**src/rtl/cache_fill_fsm.sv**
```systemverilog
// cache_fill_fsm: on a cache miss, fetch the 16-byte block as eight word reads
// and stream the returned words into the cache data array. The tag/metadata
// write accompanies the final word.
module cache_fill_fsm #(
  parameter int ADDR_WIDTH = 16,
  parameter int DATA_WIDTH = 16
) (
  input  logic                  clk,
  input  logic                  rst,
  input  logic                  miss_detected,
  input  logic [ADDR_WIDTH-1:0] miss_address,
  input  logic [DATA_WIDTH-1:0] memory_data,
  input  logic                  memory_data_valid,
  output logic                  fsm_busy,
  output logic                  memory_read,
  output logic [ADDR_WIDTH-1:0] memory_address,
  output logic                  write_data_array,
  output logic [ADDR_WIDTH-1:0] cache_write_address,
  output logic [DATA_WIDTH-1:0] cache_write_data,
  output logic                  write_tag_array
);

  typedef enum logic {IDLE, FILL} state_t;

  state_t                state, state_nxt;
  // Only the block-aligned upper bits are stored. Word offsets are
  // concatenated below them, so an offset can never carry into the block base.
  logic [ADDR_WIDTH-5:0] base_hi;
  logic [2:0]            issue_cnt;
  logic                  issue_done;
  logic [2:0]            recv_cnt;

  // State register, block base capture, and the issue/receive counters.
  always_ff @(posedge clk or negedge rst) begin
    if (!rst) begin
      state      <= IDLE;
      base_hi    <= '0;
      issue_cnt  <= '0;
      issue_done <= 1'b0;
      recv_cnt   <= '0;
    end else begin
      state <= state_nxt;
      if (state == IDLE && miss_detected) begin
        base_hi    <= miss_address[ADDR_WIDTH-1:4];
        issue_cnt  <= '0;
        issue_done <= 1'b0;
        recv_cnt   <= '0;
      end else if (state == FILL) begin
        // After the eighth request, issue_cnt stays at 7.
        // This keeps memory_address parked on the last requested word.
        if (!issue_done) begin
          if (issue_cnt == 3'd7) issue_done <= 1'b1;
          else                   issue_cnt  <= issue_cnt + 3'd1;
        end
        if (memory_data_valid) recv_cnt <= recv_cnt + 3'd1;
      end
    end
  end

  // Next state and strobes. Nothing is asserted outside FILL, so stray valids
  // in IDLE and new misses during a fill are both ignored.
  always_comb begin
    state_nxt        = state;
    memory_read      = 1'b0;
    write_data_array = 1'b0;
    write_tag_array  = 1'b0;
    case (state)
      IDLE: if (miss_detected) state_nxt = FILL;
      FILL: begin
        memory_read      = !issue_done;
        write_data_array = memory_data_valid;
        if (memory_data_valid && recv_cnt == 3'd7) begin
          write_tag_array = 1'b1;
          state_nxt       = IDLE;
        end
      end
      default: state_nxt = IDLE;
    endcase
  end

  assign fsm_busy            = (state == FILL);
  assign memory_address      = {base_hi, issue_cnt, 1'b0};
  assign cache_write_address = {base_hi, recv_cnt, 1'b0};
  assign cache_write_data    = memory_data;

endmodule

```
**config.mk**
```make
export PLATFORM = sky130hd
export DESIGN_NAME = cache_fill_fsm
export DESIGN_NICKNAME = d
export VERILOG_FILES = /design/src/rtl/cache_fill_fsm.sv
export SDC_FILE = /design/constraint.sdc
export NUM_CORES = 1
export LEC_CHECK = 0
export BUFFER_PORTS_ARGS = -buffer_cell sky130_fd_sc_hd__buf_2
export CAP_MARGIN = 10
export CORE_ASPECT_RATIO = 1.2
export CORE_MARGIN = 3
export CORE_UTILIZATION = 36
export CTS_CLUSTER_DIAMETER = 60
export DETAILED_ROUTE_END_ITERATION = 12
export PLACE_DENSITY = 0.73
export SYNTH_ARGS = -nofsm -noshare
export SYNTH_HDL_FRONTEND = slang
export SYNTH_SLANG_ARGS = --single-unit
```
**constraint.sdc**
```tcl
create_clock -name clk -period 1.5 [get_ports clk]
set_clock_uncertainty 0.15 [all_clocks]
set_input_delay 0.225 -clock clk [delete_from_list [all_inputs] [get_ports clk]]
set_output_delay 0.225 -clock clk [all_outputs]
set_load 0.1 [all_outputs]
```
# ---- Word level (Yosys, flattened, before mapping)
# Cells that the tools add are included.
dict set report totals {
  regBits 20
}
dict set report op_classes {
  n_addsub 2
  eq_ne 4
  muxes 18
  bitwise_logic 1
  reduce_logical 7
}
# cell count
set ops {}
lappend ops {{3-bit two-way mux} 7}
lappend ops {{1-bit two-way mux} 10}
lappend ops {{3-bit by 1-bit adder with 3-bit output (second input constant)} 2}
lappend ops {{3-bit equality test (second input constant)} 2}
lappend ops {{2-bit nonzero test} 2}
lappend ops {{3-bit AND reduction} 1}
lappend ops {{1-bit logical AND} 2}
lappend ops {{2-bit by 1-bit != test with 1-bit output (second input constant)} 1}
lappend ops {{2-bit != test (second input constant)} 1}
lappend ops {{1-bit one-hot mux with 2 select lines} 1}
lappend ops {{2-bit AND reduction} 1}
lappend ops {{1-bit zero test} 1}
lappend ops {{1-bit inverter} 1}

# ---- Logic depth before layout (Yosys ltp)
dict set report logic_depth {
  word_depth 5
  ltp_mapped 4
}

# ---- Least setup slack after synthesis
# Ideal clock, no wire load.
dict set report synth_timing {
  path_type {flip-flop to output port}
  from {register state (netlist: fsm_busy)}
  to {output memory_read}
  arrival_time_ns 2.734
  required_time_ns 1.125
  slack_ns -1.609
  path_stages_with_launch 4
  cell_sequence {dfrtp_1 -> buf_4 -> buf_2 -> nor2b_1}
}
dict set report synth_between {
  elab_chain_len 1
}
# element line_no
set synth_rtl {}
lappend synth_rtl {{from (decl)} 25} ;# state_t state, state_nxt;
lappend synth_rtl {{from (signal assigned)} 42} ;# state <= state_nxt;
lappend synth_rtl {{1-bit two-way mux} 67} ;# case (state)
lappend synth_rtl {{to (decl)} 15} ;# output logic memory_read,
# Every way passes these cells.

# ---- Worst setup path in the final report
dict set report layout_timing {
  from {register recv_cnt[1]}
  to {output write_tag_array}
}
dict set report layout_between {
  elab_chain_len 4
}
# element line_no
set layout_rtl {}
lappend layout_rtl {{from (decl)} 31} ;# logic [2:0] recv_cnt;
lappend layout_rtl {{from (signal assigned)} 55} ;# if (memory_data_valid) recv_cnt <= recv_cnt + 3'd1;
lappend layout_rtl {{3-bit equality test} 72} ;# if (memory_data_valid && recv_cnt == 3'd7) begin
lappend layout_rtl {{1-bit logical AND} 72}
lappend layout_rtl {{1-bit two-way mux} 72}
lappend layout_rtl {{1-bit two-way mux} 67}
lappend layout_rtl {{to (decl)} 20} ;# output logic write_tag_array
# Every way passes these cells.

==> impl_metrics.ini <==
[worst_setup_path]
cp.required_ns = 1.12
startpoint_type = flip-flop
crit_arrival_ns = 1.47
cp_max_fo = 2
critical_path_class = flip-flop to output port
critPathCaptureType = output port

[floorplanning]
core_area_sq_um = 3110
io_pins = 88
rows = 22
fp.dieW_microns = 58.2
die_area_sq_um = 4000
dieHeight_microns = 68.7
start_util_pct = 37.9

[sta]
layout_worst_path_cycle_share_pct = 123
setup_slack_ns = -0.344
period_minus_slack_ns = 1.84
slew_violations = 0
hold_ws_ns = 0.0317
max_freq_ghz = 0.542
rsz0062_at_grt = true
finalSetupViolations = 9
final_hold_viol_count = 0

[routing]
drt_wl_total_microns = 2740
drt_pre_antenna_iters = 2
ant_nets = 0
first_iter_violations = 11
vias = 849
drc = 0
wl_per_cell_microns = 15.5
avgViaCountPerCell = 4.80

[layout]
layout_commonest_cell = buf_4
most-common-layout-cells = buf_4, buf_2, dfrtp_2
n_antenna_cell = 0
nNetsFinal = 182
area_delta_synth_final_pct = 59.2
fillCellCount = 245
drive_above_1_share_pct = 78.0

[clock_tree]
htree_num_levels = 1
root_buffer = clkbuf_4
cts.path.max_buffers = 2
clk_pin_slew_ns = 0.12
clkLatencyLatePin_ns = 0.30
cts_tree = built
cts_made_buffers = 3
cts.sinks = 20

[job]
max_cap_violations = 0

[synthesis]
synth_top_cell_by_area = dfrtp_1
ys_async_sr_fraction_pct = 100
synth_ff_type = dfrtp_1
yosysSeqAreaShare_pct = 42.5
ys_ff_latch = 20
synth_edf_count = 0
yosysUniqueCellTypes = 22
ys_warn_count = 0
synthTopCellsByArea = dfrtp_1, buf_4, mux2_4
syn-cell-area_sq_um = 1180
netlist.area_leader.share_pct = 42.5
synthCells = 95
syn_area_per_cell_sq_um = 12.4

[global_route]
antenna_found_initial = 0
grt_pass1_vias = 928
gr-total-overflow = 0
grt_max_degree = 21
grt_usage_pct = 14.5
grt_pass1_wl_microns = 4320

[place]
globalplace.congestion = 0.754
portBuffers = 49
dp_hpwl_microns = 1810

[run_status]
violations = negative setup slack
outcome = finished with violations

[min_path]
hold_class = primary input to flip-flop
==> timing repair <==
| item | in CTS | in global routing |
|---|---|---|
| setup buffers | 2 | 3 |
| endpoints found under the hold margin | 32 | 0 |
| setup endpoints to repair | 36 | 15 |
| hold buffers | 13 | 0 |
| resized for setup | 32 | 7 |
| pin swaps | 3 | 2 |
==> cell type report <==
type	instances	area, sq um	area share, %
Clock buffer	3	22.5	1.20
Clock inverter	1	30.0	1.60
Inverter	1	3.75	0.200
Multi-Input combinational cell	42	528	28.1
Sequential cell	20	537	28.6
Tap cell	36	45.0	2.40
Timing Repair Buffer	74	711	37.9
==> state kept, by name, summed over array words and instances, names as in the netlist <==
signal and flops:
issue_done 1, issue_cnt 3, recv_cnt 3, fsm_busy 1
base_hi 12
==> worst paths after layout <==
check                                   start               to  slack (ns)  depth (start not counted)
min in group asynchronous                 rst       base_hi[3]        0.23                          2
worst max register to register   issue_cnt[1]     issue_cnt[1]       -0.06                          4
worst min-delay path            miss_detected       issue_done        0.03                          2
max in group asynchronous                 rst      recv_cnt[0]        0.61                          2
worst max-delay path              recv_cnt[1]  write_tag_array       -0.34                          4
worst min register to register    base_hi[10]      base_hi[10]        0.40                          1
==> per-layer routing <==
metal	part of all wire, %	wire length (microns)	vias up	track usage, %
li1	-	-	384	-
met1	34	931	429	13.6
met2	59	1620	36	29.7
met3	6.8	185	0	5.40
met4	0	0	0	2.90
met5	0	0	-	0
==> synthesized netlist by cell type (2+ instances only) <==
cell      n
nor2_1    3
buf_4    31
mux2_4   10
o211a_1   2
dfrtp_1  20
a22o_1    3
a311o_1   2
o21ai_0   2
mux2_2    4
ha_1      4
nor3b_1   3
==> worst max-delay path, cell delays in order (launching register included) <==
cell	delay (ns)
dfrtp_4	0.51
ha_4	0.17
ha_4	0.14
and3_4	0.18
buf_12	0.16
==> through the flow <==
step	TNS (ns)	cell area (sq um)	instances	worst slack [ns]	util, %
after detailed placement	-0.177	1540	155	-0.0563	49.6
final	-0.706	1880	177	-0.344	60.3
after global placement	-0.0533	1540	155	-0.0210	49.6
after CTS	-0.823	1820	174	-0.351	58.6
after floorplan	-3.45	1310	96	-0.297	-
after global routing	-1.34	1880	177	-0.392	60.3
==> cell families (layout without fill, tap and decap cells) <==
group	Yosys count	count (layout)	share of synthesized area [%]
buffers and inverters	34	79	22.2
flip-flops	20	20	42.5
multiplexers	14	14	16.6
AO/OA/AOI/OAI	11	11	7.86
AND/OR/NAND/NOR	10	10	5.63
adder cells (fa/ha/maj)	4	4	4.25
other	1	2	0.318
XOR/XNOR	1	1	0.743
Power is left out: the tool's default activity adds up to more than one toggle a clock period on the data nets, which glitch-free logic cannot reach.
